[src/rtl/multicycle_control_if.sv]
// Control bundle between the datapath and the multicycle control FSM.
// The datapath/bench side is the master (drives Run, opcode and Zero);
// the controller is the slave (drives every control strobe).
interface multicycle_control_if;
  logic        Run;
  logic [10:0] OpCodefield;
  logic        Zero;
  logic        IRWrite;
  logic        PCWrite;
  logic        PCSource;
  logic        Reg2Loc;
  logic [1:0]  ALUOp;
  logic [1:0]  AluSrc;
  logic        MemRead;
  logic        MemWrite;
  logic        memtoReg;
  logic        RegWrite;
  logic        Busy;
  logic        Error;
  logic [15:0] InstrCount;

  modport master (
    output Run, OpCodefield, Zero,
    input  IRWrite, PCWrite, PCSource, Reg2Loc, ALUOp, AluSrc,
           MemRead, MemWrite, memtoReg, RegWrite, Busy, Error, InstrCount
  );

  modport slave (
    input  Run, OpCodefield, Zero,
    output IRWrite, PCWrite, PCSource, Reg2Loc, ALUOp, AluSrc,
           MemRead, MemWrite, memtoReg, RegWrite, Busy, Error, InstrCount
  );
endinterface

[src/rtl/multicycle_control.sv]
// Multicycle control unit for a small ARM-style datapath (R-type, LDUR,
// STUR, CBZ, B). One state per cycle; strobes are decoded from the state
// register. InstrCount counts instructions that reach a retiring state.
module multicycle_control (
  input logic                  clock,
  input logic                  reset,
  multicycle_control_if.slave  bus
);

  typedef enum logic [3:0] {
    S_IDLE, S_FETCH, S_DECODE, S_EXEC_R, S_MEM_ADDR, S_MEM_RD,
    S_WB_LD, S_MEM_WR, S_WB_R, S_BR_CBZ, S_BR_B, S_ILLEGAL
  } state_t;

  localparam logic [10:0] OP_ADD  = 11'h458;
  localparam logic [10:0] OP_SUB  = 11'h658;
  localparam logic [10:0] OP_AND  = 11'h450;
  localparam logic [10:0] OP_ORR  = 11'h550;
  localparam logic [10:0] OP_LDUR = 11'h7C2;
  localparam logic [10:0] OP_STUR = 11'h7C0;

  state_t      state_q, state_d;
  logic        is_ldur_q, is_ldur_d;   // memory class captured in DECODE
  logic [15:0] count_q, count_d;

  logic op_rtype, op_ldur, op_stur, op_cbz, op_b;

  // Opcode class decode from the live opcode field (only consumed in DECODE)
  always_comb begin
    op_rtype = (bus.OpCodefield == OP_ADD) || (bus.OpCodefield == OP_SUB) ||
               (bus.OpCodefield == OP_AND) || (bus.OpCodefield == OP_ORR);
    op_ldur  = (bus.OpCodefield == OP_LDUR);
    op_stur  = (bus.OpCodefield == OP_STUR);
    op_cbz   = (bus.OpCodefield[10:3] == 8'hB4);
    op_b     = (bus.OpCodefield[10:5] == 6'h05);
  end

  // State, captured memory class and retired-instruction counter
  always_ff @(posedge clock) begin
    if (reset) begin
      state_q   <= S_IDLE;
      is_ldur_q <= 1'b0;
      count_q   <= 16'd0;
    end else begin
      state_q   <= state_d;
      is_ldur_q <= is_ldur_d;
      count_q   <= count_d;
    end
  end

  // Next-state and counter update
  always_comb begin
    state_d   = state_q;
    is_ldur_d = is_ldur_q;
    count_d   = count_q;
    case (state_q)
      S_IDLE:     if (bus.Run) state_d = S_FETCH;
      S_FETCH:    state_d = S_DECODE;
      S_DECODE: begin
        is_ldur_d = op_ldur;
        if (op_rtype)                state_d = S_EXEC_R;
        else if (op_ldur || op_stur) state_d = S_MEM_ADDR;
        else if (op_cbz)             state_d = S_BR_CBZ;
        else if (op_b)               state_d = S_BR_B;
        else                         state_d = S_ILLEGAL;
      end
      S_EXEC_R:   state_d = S_WB_R;
      S_MEM_ADDR: state_d = is_ldur_q ? S_MEM_RD : S_MEM_WR;
      S_MEM_RD:   state_d = S_WB_LD;
      S_WB_R, S_WB_LD, S_MEM_WR, S_BR_CBZ, S_BR_B: begin
        state_d = S_FETCH;
        count_d = count_q + 16'd1;   // wraps naturally at 0xFFFF
      end
      S_ILLEGAL:  state_d = S_ILLEGAL;
      default:    state_d = S_IDLE;
    endcase
  end

  // Control strobes decoded from the current state. DECODE's Reg2Loc and
  // BR_CBZ's PCWrite are the only ones qualified by an input, because the
  // opcode and Zero only become valid in those very cycles.
  always_comb begin
    bus.IRWrite  = 1'b0;
    bus.PCWrite  = 1'b0;
    bus.PCSource = 1'b0;
    bus.Reg2Loc  = 1'b0;
    bus.ALUOp    = 2'b00;
    bus.AluSrc   = 2'b00;
    bus.MemRead  = 1'b0;
    bus.MemWrite = 1'b0;
    bus.memtoReg = 1'b0;
    bus.RegWrite = 1'b0;
    bus.Busy     = (state_q != S_IDLE) && (state_q != S_ILLEGAL);
    bus.Error    = (state_q == S_ILLEGAL);
    case (state_q)
      S_FETCH: begin
        bus.IRWrite = 1'b1;
        bus.PCWrite = 1'b1;
      end
      S_DECODE:   bus.Reg2Loc = op_stur || op_cbz;
      S_EXEC_R:   bus.ALUOp = 2'b10;
      S_MEM_ADDR: bus.AluSrc = 2'b01;
      S_MEM_RD: begin
        bus.MemRead = 1'b1;
        bus.AluSrc  = 2'b01;
      end
      S_WB_LD: begin
        bus.RegWrite = 1'b1;
        bus.memtoReg = 1'b1;
      end
      S_MEM_WR: begin
        bus.MemWrite = 1'b1;
        bus.AluSrc   = 2'b01;
        bus.Reg2Loc  = 1'b1;
      end
      S_WB_R: begin
        bus.RegWrite = 1'b1;
        bus.ALUOp    = 2'b10;
      end
      S_BR_CBZ: begin
        bus.ALUOp    = 2'b01;
        bus.Reg2Loc  = 1'b1;
        bus.PCSource = 1'b1;
        bus.PCWrite  = bus.Zero;
      end
      S_BR_B: begin
        bus.PCWrite  = 1'b1;
        bus.PCSource = 1'b1;
      end
      default: ;
    endcase
  end

  assign bus.InstrCount = count_q;

endmodule

[src/flat_wrapper.sv]
// flat-port wrapper written by rule: the top's interface ports become plain ports
module multicycle_control_flat 
  (clock, reset, bus_Run, bus_OpCodefield, bus_Zero, bus_IRWrite, bus_PCWrite, bus_PCSource, bus_Reg2Loc, bus_ALUOp, bus_AluSrc, bus_MemRead, bus_MemWrite, bus_memtoReg, bus_RegWrite, bus_Busy, bus_Error, bus_InstrCount);
  multicycle_control_if bus_i ();
  input logic clock;
  input logic reset;
  input wire logic [$bits(bus_i.Run)-1:0] bus_Run;
  input wire logic [$bits(bus_i.OpCodefield)-1:0] bus_OpCodefield;
  input wire logic [$bits(bus_i.Zero)-1:0] bus_Zero;
  output wire logic [$bits(bus_i.IRWrite)-1:0] bus_IRWrite;
  output wire logic [$bits(bus_i.PCWrite)-1:0] bus_PCWrite;
  output wire logic [$bits(bus_i.PCSource)-1:0] bus_PCSource;
  output wire logic [$bits(bus_i.Reg2Loc)-1:0] bus_Reg2Loc;
  output wire logic [$bits(bus_i.ALUOp)-1:0] bus_ALUOp;
  output wire logic [$bits(bus_i.AluSrc)-1:0] bus_AluSrc;
  output wire logic [$bits(bus_i.MemRead)-1:0] bus_MemRead;
  output wire logic [$bits(bus_i.MemWrite)-1:0] bus_MemWrite;
  output wire logic [$bits(bus_i.memtoReg)-1:0] bus_memtoReg;
  output wire logic [$bits(bus_i.RegWrite)-1:0] bus_RegWrite;
  output wire logic [$bits(bus_i.Busy)-1:0] bus_Busy;
  output wire logic [$bits(bus_i.Error)-1:0] bus_Error;
  output wire logic [$bits(bus_i.InstrCount)-1:0] bus_InstrCount;
  assign bus_i.Run = bus_Run;
  assign bus_i.OpCodefield = bus_OpCodefield;
  assign bus_i.Zero = bus_Zero;
  assign bus_IRWrite = bus_i.IRWrite;
  assign bus_PCWrite = bus_i.PCWrite;
  assign bus_PCSource = bus_i.PCSource;
  assign bus_Reg2Loc = bus_i.Reg2Loc;
  assign bus_ALUOp = bus_i.ALUOp;
  assign bus_AluSrc = bus_i.AluSrc;
  assign bus_MemRead = bus_i.MemRead;
  assign bus_MemWrite = bus_i.MemWrite;
  assign bus_memtoReg = bus_i.memtoReg;
  assign bus_RegWrite = bus_i.RegWrite;
  assign bus_Busy = bus_i.Busy;
  assign bus_Error = bus_i.Error;
  assign bus_InstrCount = bus_i.InstrCount;
  multicycle_control u_core (.clock(clock), .reset(reset), .bus(bus_i));
endmodule
[config.mk]
export PLATFORM = sky130hd
export DESIGN_NAME = multicycle_control_flat
export DESIGN_NICKNAME = d
export VERILOG_FILES = /design/src/rtl/multicycle_control_if.sv /design/src/rtl/multicycle_control.sv /design/src/flat_wrapper.sv
export SDC_FILE = /design/constraint.sdc
export NUM_CORES = 1
export LEC_CHECK = 0
export CAP_MARGIN = 20
export CELL_PAD_IN_SITES_DETAIL_PLACEMENT = 0
export CELL_PAD_IN_SITES_GLOBAL_PLACEMENT = 1
export CORE_MARGIN = 3
export CORE_UTILIZATION = 32
export CTS_CLUSTER_DIAMETER = 40
export DETAILED_ROUTE_END_ITERATION = 7
export PLACE_DENSITY_LB_ADDON = 0.1
export SYNTH_ARGS = -nofsm -noshare
export SYNTH_HDL_FRONTEND = slang
export SYNTH_SLANG_ARGS = --single-unit
[constraint.sdc]
create_clock -name clock -period 1.8 [get_ports clock]
set_input_delay 0.18 -clock clock [delete_from_list [all_inputs] [get_ports clock]]
set_output_delay 0.18 -clock clock [all_outputs]
set_load 0.1 [all_outputs]
# Yosys cells after proc, flatten, opt, wreduce, memory -nomap -nowiden
# Index checks and enable logic that the tools add are counted.
dict set report word_totals {
  ff_bits 21
  elab_cells 57
  output_inout_bits 30
  inputBits 15
}
dict set report classes {
  reduce_logical 15
  n_addsub 1
  mux 17
  eq_ne 21
}
# operator n
set ops {}
lappend ops {{11-bit equality test (second input constant)} 6}
lappend ops {{4-bit case mux with 8 select lines} 1}
lappend ops {{16-bit by 1-bit adder with 16-bit output (second input constant)} 1}
lappend ops {{4-bit by 3-bit equality test with 1-bit output (second input constant)} 4}
lappend ops {{4-bit equality test (second input constant)} 4}
lappend ops {{4-bit 2-to-1 mux} 4}
lappend ops {{2-bit OR reduction} 5}
lappend ops {{4-bit by 2-bit equality test with 1-bit output (second input constant)} 2}
lappend ops {{8-bit equality test (second input constant)} 1}
lappend ops {{1-bit 2-to-1 mux} 8}
lappend ops {{6-bit by 3-bit equality test with 1-bit output (second input constant)} 1}
lappend ops {{1-bit logical OR} 5}
lappend ops {{5-bit OR reduction} 1}
lappend ops {{4-bit by 1-bit equality test with 1-bit output (second input constant)} 1}
lappend ops {{4-bit logical NOT} 1}
lappend ops {{4-bit != test (second input constant)} 1}
lappend ops {{1-bit case mux with 2 select lines} 2}
lappend ops {{2-bit case mux with 2 select lines} 1}
lappend ops {{4-bit nonzero test} 1}
lappend ops {{3-bit OR reduction} 1}
lappend ops {{2-bit 2-to-1 mux} 1}
lappend ops {{2-bit != test (second input constant)} 1}
lappend ops {{1-bit logical AND} 1}

# Longest topological paths before layout
# Gate-level depths: netlist of the first run.
dict set report logic_depth {
  ltp_word 6
  depth_mapped 5
  depth_no_buf 4
}

# Least setup slack after synthesis of the first run
# Ideal clock, no wire load.
dict set report synth_timing {
  path_kind {register to output}
  from {register u_core.state_q[2]}
  to {output port bus_AluSrc[0]}
  arrival_time_ps 2939
  path_stages_with_launch 3
  path_buffers 1
  slack_ps -1319
  t_required_ps 1620
  cell_sequence {dfxtp_1 clkbuf_1 nor3b_1}
}
dict set report synth_between {
  elab_chain_cells 3
  word_cells_on_any_way 5
  cone_classes {eq/ne (3); mux (1); reduce/logical (1)}
}
# element line
set synth_rtl {}
lappend synth_rtl {{start: declaration} multicycle_control.sv:22} ;# state_t state_q, state_d;
lappend synth_rtl {{start signal: assignment} multicycle_control.sv:45} ;# state_q <= state_d;
lappend synth_rtl {{4-bit by 3-bit equality test with 1-bit output} multicycle_control.sv:95} ;# case (state_q)
lappend synth_rtl {{3-bit OR reduction (no line) *} n/a}
lappend synth_rtl {{1-bit 2-to-1 mux *} multicycle_control.sv:95}
lappend synth_rtl {{end: declaration} flat_wrapper.sv:15} ;# output wire logic [$bits(bus_i.AluSrc)-1:0] bus_AluSrc;
# Mark *: on every way between the ends. The rest lies on a longest branch, timed or not.

# Worst setup path after layout of the first run
dict set report layout_timing {
  from {register u_core.state_q[0]}
  to {output port bus_Reg2Loc}
}
dict set report layout_between {
  elab_chain_cells 3
  word_cells_on_any_way 5
  cone_classes {eq/ne (3); mux (1); reduce/logical (1)}
}
# element line
set layout_rtl {}
lappend layout_rtl {{4-bit by 3-bit equality test with 1-bit output / 4-bit equality test (equally long branches)} multicycle_control.sv:95}
lappend layout_rtl {{2-bit OR reduction (no line)} n/a}
lappend layout_rtl {{1-bit case mux with 2 select lines *} multicycle_control.sv:95}
lappend layout_rtl {{end: declaration} flat_wrapper.sv:13} ;# output wire logic [$bits(bus_i.Reg2Loc)-1:0] bus_Reg2Loc;
# Marks and branches as above.

==> qor.csv, run 1 <==
stage,metric,value,unit
run_status,status,"finished, final reports clean",
worst_setup_path,startpoint types,flip-flop,
sta,RSZ-0062 raised after global routing,false,
route,Routed Antenna Nets,0,
sta,final worst path period need,1.75,ns
cts,Num CTS Buffers,3,
floorplan,die area,0.00511,sq mm
route,Vias/cell,5.26,
layout,P&R area growth vs syn,72.9,%
cts,clk sinks,21,
sta,final setup vio count,0,
yosys,syn_nets,189,
route,detailed router's first-iteration violation count,53,
layout,Final Util,0.585,
global_routing,largest net degree at the start of global routing,25,
floorplan,core area,0.00406,sq mm
yosys,sequential-to-total area share from yosys stat,0.306,
pwr,leakage,0.00100,uW
floorplan,die height,71.5,um
place,DPL Wire Length,2920,um
yosys,Post-synth top cells,"nor2_1, dfxtp_1, nor2b_1, a21oi_1",
route,Vias,1541,
place,placed cell count,281,
pwr,PwrDens,902,mW/mm^2
layout,Nets,260,
route,Routed WL,3990,um
sta,Layout Skew,0.00409,ns
cts,CTS tree,yes,
yosys,post-synth top area share,0.306,
worst_setup_path,CP max stage cell,or4b_4,
global_routing,vias in the first global route,1493,
route,DRC viols,0,
route,drt wl/cell,13.6,um
floorplan,Site Rows,23,
worst_setup_path,crit-path max cell delay,0.59,ns
yosys,largest cells by area after synthesis,"dfxtp_1, mux2_2, nor2_1, nor2b_1, a21oi_1",
floorplan,Starting Density,0.338,
yosys,cell taking the most area after synthesis,dfxtp_1,
layout,share of layout cells above drive strength 1,0.481,
worst_setup_path,CP Max Fanout,5,
place,I/O Buffers,43,
yosys,yosys warns,0,
floorplan,die width,71.5,um
yosys,Synth Register Bits,21,
worst_setup_path,CP Buf/Inv Count,1,
yosys,Post-Syn Instances,173,
global_routing,grt ovf,0,
cts,worst skew pair latency,0.26,ns
sta,Max Fclk,571,MHz
floorplan,I/O pin count,45,
layout,"non-filler cells, final",293,
worst_setup_path,worst path cell trace,or4b_4 -> o2bb2ai_4 -> buf_12,
yosys,number of enable flip-flop cells after synthesis,0,
cts,H-tree lvl count,1,
worst_setup_path,Setup crit end kind,primary output,
global_routing,first-pass GRT wire length,6650,um
global_routing,Total GRT Usage,0.157,
sta,Final Cycle Share,0.974,
route,DR pass1 iterations,4,
yosys,Netlist cell types,46,
worst_setup_path,Crit path arrival time,1.57,ns
worst_hold_path,Worst Hold Class,input port to flip-flop,
cts,clock buffer depth,2,
cts,CTS hold repair buffers,0,
yosys,asr flop ratio synth,0,
flow_run,max cap viols,0,
sta,"Hold Vio Cnt, Final",0,
layout,diode count,0,
cts,Clock transition at path regs,0.08,ns
yosys,Mapped Area,0.00137,sq mm
worst_setup_path,"CP delay by family, top",simple AND/OR/NAND/NOR gates,
yosys,leading cell type by number of instances after synthesis,nor2_1,
worst_setup_path,Setup Crit Path Kind,flip-flop to primary output,
worst_setup_path,WP data required,1.62,ns
sta,max-slew violations,0,
global_routing,initial antenna violation count,0,
yosys,"Top FF cell, synth",dfxtp_1,
place,RD Place Congestion,0.843,
cts,CTS root buf,clkbuf_8,
pwr,Max IR drop VDD,1.23,mV
yosys,syn avg cell area,7.93,sq um
[path summary, 6_finish.rpt]
check / startpoint / to / slack (ns) / depth (start not counted)
max: u_core.state_q[0] / bus_Reg2Loc / 0.05 / 3
min: bus_OpCodefield[6] / u_core.state_q[0] / 0.51 / 4
max reg2reg: u_core.state_q[3] / u_core.bus.InstrCount[14] / 0.08 / 5
min reg2reg: u_core.bus.InstrCount[5] / u_core.bus.InstrCount[5] / 0.51 / 2
[placed cells by master, fill, tap and decap left out, types with 2 or more instances in the layout]
cell	instances
o31ai_1	2
dfxtp_1	3
or4_1	3
nor2b_1	12
nand3_1	7
mux2i_1	3
inv_1	4
dfxtp_4	5
nor4bb_4	2
nor4_2	2
nand2_1	10
mux2_2	10
or3_1	3
nor2_1	20
clkbuf_8	3
dlygate4sd2_1	6
o21ai_0	3
nor2_4	3
nand2b_1	3
clkdlybuf4s50_1	6
buf_12	13
buf_4	50
nor2_2	3
dfxtp_2	13
and3_1	2
nor4_1	6
nand4_1	3
a21oi_1	9
[flip-flops by register name, indices dropped and copies added, names as in the netlist]
signal / flops
u_core.bus.InstrCount: 16
u_core.is_ldur_q: 1
u_core.state_q: 4
[metal layers]
metal,GRT usage,wire length [um],vias up
met5,0,0,-
met2,0.274,2020,50
met4,0.0522,52,0
met1,0.194,1750,725
met3,0.0281,174,7
li1,-,-,759
[cells by family (layout without fill, tap and decap cells)]
group,after synthesis,count (layout),share of synthesized area
AND/OR/NAND/NOR,93,93,0.380
multiplexers,13,13,0.104
other,1,1,0.00273
buffers and inverters,15,85,0.0511
XOR/XNOR,2,2,0.0128
flip-flops,21,21,0.306
adder cells (fa/ha/maj),1,1,0.00911
AO/OA/AOI/OAI,27,27,0.134
[stage by stage]
| step | total power (uW) | worst slack [ns] | hold WS [ns] | TNS, ns | instance area, sq um |
|---|---|---|---|---|---|
| after global routing | 2240 | 0.00194 | 0.528 | 0 | 2370 |
| after floorplan | 1370 | -0.173 | 0.365 | -0.398 | 1490 |
| after global placement | 1790 | -0.0972 | 0.485 | -0.121 | 2210 |
| after CTS | 2120 | 0.000415 | 0.507 | 0 | 2330 |
| after detailed placement | 1800 | -0.226 | 0.494 | -0.539 | 2210 |
| final | 2140 | 0.0477 | 0.507 | 0 | 2370 |
[timing repair]
| action | CTS | global route |
|---|---|---|
| hold endpoints to repair | 0 | 0 |
| gates resized for setup | 13 | 9 |
| setup endpoints to repair | 1 | 11 |
| pin swaps | 5 | 5 |
| buffers inserted | 6 | 2 |
[cell type report]
type / instances / area, sq um
tap: 50 / 62.6
inverter: 4 / 15.0
clock buffer: 4 / 45.0
fill: 355 / 1680
multi-input combinational: 137 / 1020
timing repair buffer: 77 / 771
sequential: 21 / 455
[worst register-to-register path, cell delays in order (launching register included)]
cell and delay, ns:
dfxtp_2 0.36, nand3b_4 0.20, a21boi_1 0.15, buf_4 0.19
nor4_1 0.36, mux2_2 0.37
[power by group]
part           switching [uW]  leakage [uW]  internal, uW
sequential               40.6      0.000180           494
combinational             777      0.000802           508
clock                     163     0.0000228           158
total                     981       0.00100          1160
Note: power is estimated with default switching activity, not from simulation.
==> run 2, diff against run 1 <==
--- a/config.mk
+++ b/config.mk
@@ -9,9 +9,10 @@
 export CELL_PAD_IN_SITES_DETAIL_PLACEMENT = 0
 export CELL_PAD_IN_SITES_GLOBAL_PLACEMENT = 1
 export CORE_MARGIN = 3
-export CORE_UTILIZATION = 32
+export CORE_UTILIZATION = 44
 export CTS_CLUSTER_DIAMETER = 40
 export DETAILED_ROUTE_END_ITERATION = 7
+export DONT_BUFFER_PORTS = 1
 export PLACE_DENSITY_LB_ADDON = 0.1
 export SYNTH_ARGS = -nofsm -noshare
 export SYNTH_HDL_FRONTEND = slang
==> run 2 against run 1 <==
  * Via count down 6.9%
  * Core utilization grew 13 points
  * Clock power decreased by 27%
  * Global-route usage increased by 5.6 points
  * Sequential power decreased by 1%
  * Worst setup slack lost 0.029 ns
  * Die area down 25%
  * Final cell count is 17% lower
  * Combinational power hardly changed
  * First-iteration DRC count increased by 140%
  * Largest cell class unchanged
  * Largest power group unchanged
==> qor.csv, run 2 (same netlist as run 1, synthesis figures left out) <==
stage,metric,value,unit
sta,Max Fclk,561,MHz
layout,Nets,230,
pwr,PwrDens,996,mW/mm^2
place,I/O Buffers,0,
global_routing,Total GRT Usage,0.213,
sta,final setup vio count,0,
sta,final setup TNS,0,ns
worst_setup_path,CP Max Fanout,3,
worst_setup_path,Setup crit end kind,primary output,
cts,H-tree lvl count,1,
pwr,Clock power frac,0.115,
cts,clk sinks,21,
worst_setup_path,startpoint types,flip-flop,
pwr,NetSw,978,uW
worst_setup_path,Setup Crit Path Kind,flip-flop to primary output,
floorplan,Site Rows,19,
pwr,Net Sw Frac,0.478,
layout,share of layout cells above drive strength 1,0.460,
floorplan,core area,0.00285,sq mm
layout,diode count,0,
pwr,internal power,1070,uW
route,Vias,1434,
global_routing,first-pass GRT wire length,6090,um
pwr,Gate power share,0.627,
route,Routed Antenna Nets,0,
route,Routed WL,3710,um
layout,P&R area growth vs syn,49.5,%
route,Vias/cell,5.88,
cts,CTS tree,yes,
pwr,sequential share of power,0.258,
place,pre-CTS setup slack,0.0693,ns
sta,max-slew violations,0,
global_routing,grt ovf,0,
worst_hold_path,Worst Hold Class,input port to flip-flop,
sta,Layout Skew,0.00970,ns
pwr,Max IR drop VDD,1.25,mV
layout,"Design Area, Final",0.00205,sq mm
floorplan,die area,0.00383,sq mm
cts,clock buffer depth,2,
route,DRC viols,0,
layout,Multi-input gate area,997,sq um
route,detailed router's first-iteration violation count,128,
layout,"commonest non-fill, non-tap cells in the layout","buf_4, nor2_1, buf_12, dfxtp_2, nor2b_1",
floorplan,die height,61.9,um
layout,Reg area,455,sq um
worst_setup_path,Crit path arrival time,1.60,ns
sta,Hold WS,0.0584,ns
pwr,leakage,0.000838,uW
floorplan,I/O pin count,45,
place,RD Place Congestion,0.860,
route,drt wl/cell,15.2,um
cts,CTS root buf,clkbuf_4,
sta,Final Worst Setup Slack,0.0187,ns
place,Placed Instance Area,0.00197,sq mm
layout,fill count,207,
flow_run,max cap viols,0,
layout,max reg flops,16,
worst_setup_path,WP data required,1.62,ns
floorplan,Starting Density,0.481,
layout,"most common cell after layout, fill and taps aside",buf_4,
global_routing,initial antenna violation count,0,
sta,Final Cycle Share,0.990,
route,DR pass1 iterations,4,
place,DPL Wire Length,2720,um
floorplan,die width,61.9,um
worst_setup_path,reg2reg path depth,5,
sta,RSZ-0062 raised after global routing,true,
global_routing,largest net degree at the start of global routing,24,
run_status,status,"finished, final reports clean",
worst_hold_path,Hold Path Stages,2,
sta,final worst path period need,1.78,ns
sta,"Hold Vio Cnt, Final",0,
cts,worst skew pair latency,0.32,ns
global_routing,vias in the first global route,1363,
cts,Clock transition at path regs,0.12,ns
cts,Num CTS Buffers,3,
==> run 2: cell types whose count changed in the layout (fill, tap and decap cells not counted), moves of 3 or more <==
cell	previous run	this run
dlygate4sd2_1	6	0
clkdlybuf4s50_1	6	0
clkbuf_8	3	0
clkbuf_4	0	3
buf_4	50	33
==> run 2: what timing repair did <==
action                                  CTS  global route
pin swaps                                 2             5
hold buffers                              1             0
endpoints found under the setup margin    2            13
buffers inserted                          2             0
endpoints found under the hold margin     7             0
resized for setup                         4             6
==> run 2: stage by stage <==
step	cells	power, uW	util
2_1_floorplan	173	1370	-
3_3_place_gp	237	1720	0.690
3_5_place_dp	237	1730	0.690
4_1_cts	244	2020	0.711
5_1_grt	244	2160	0.719
6_report	244	2040	0.719
==> run 2: cell type report <==
class,count,area share
multi-input cells,137,0.486
repair buffers,47,0.252
flip-flops and latches,21,0.222
well taps,31,0.0189
clock buffers,3,0.0110
inverters,4,0.00732
clock inverters,1,0.00244
==> run 2: routing by layer <==
layer	vias up	global-route usage	wire length, um
li1	700	-	-
met1	664	0.280	1570
met2	63	0.347	1820
met3	7	0.0289	245
met4	0	0.0970	72
met5	-	0	0
==> run 2: critical path: stages (launching register included) <==
cell	delay, ns
dfxtp_4	0.37
or4b_4	0.57
o2bb2ai_4	0.15
buf_12	0.18
==> run 2: worst paths after layout <==
path                                          startpoint                       end  slack, ns
worst min register to register  u_core.bus.InstrCount[5]  u_core.bus.InstrCount[5]       0.52
worst max-delay path                   u_core.state_q[0]               bus_Reg2Loc       0.02
worst max register to register         u_core.state_q[3]         u_core.state_q[0]       0.07
worst min-delay path                  bus_OpCodefield[1]          u_core.is_ldur_q       0.06
==> run 2: power groups by stage <==
| stage | sequential [uW] | clock, uW | combinational [uW] |
|---|---|---|---|
| final | 527 | 234 | 1280 |
| after floorplan | 560 | 0 | 809 |
| after global routing | 531 | 277 | 1350 |
| after detailed placement | 532 | 0 | 1200 |
| after global placement | 529 | 0 | 1190 |
| after CTS | 525 | 244 | 1250 |
==> run 3, diff against run 2 <==
--- a/config.mk
+++ b/config.mk
@@ -5,6 +5,7 @@
 export SDC_FILE = /design/constraint.sdc
 export NUM_CORES = 1
 export LEC_CHECK = 0
+export ABC_AREA = 0
 export CAP_MARGIN = 20
 export CELL_PAD_IN_SITES_DETAIL_PLACEMENT = 0
 export CELL_PAD_IN_SITES_GLOBAL_PLACEMENT = 1
@@ -14,6 +15,7 @@
 export DETAILED_ROUTE_END_ITERATION = 7
 export DONT_BUFFER_PORTS = 1
 export PLACE_DENSITY_LB_ADDON = 0.1
+export SLEW_MARGIN = 25
 export SYNTH_ARGS = -nofsm -noshare
 export SYNTH_HDL_FRONTEND = slang
 export SYNTH_SLANG_ARGS = --single-unit
==> results of run 3 <==
Same layout as run 2: the final DEF is identical, and so are final timing and power.
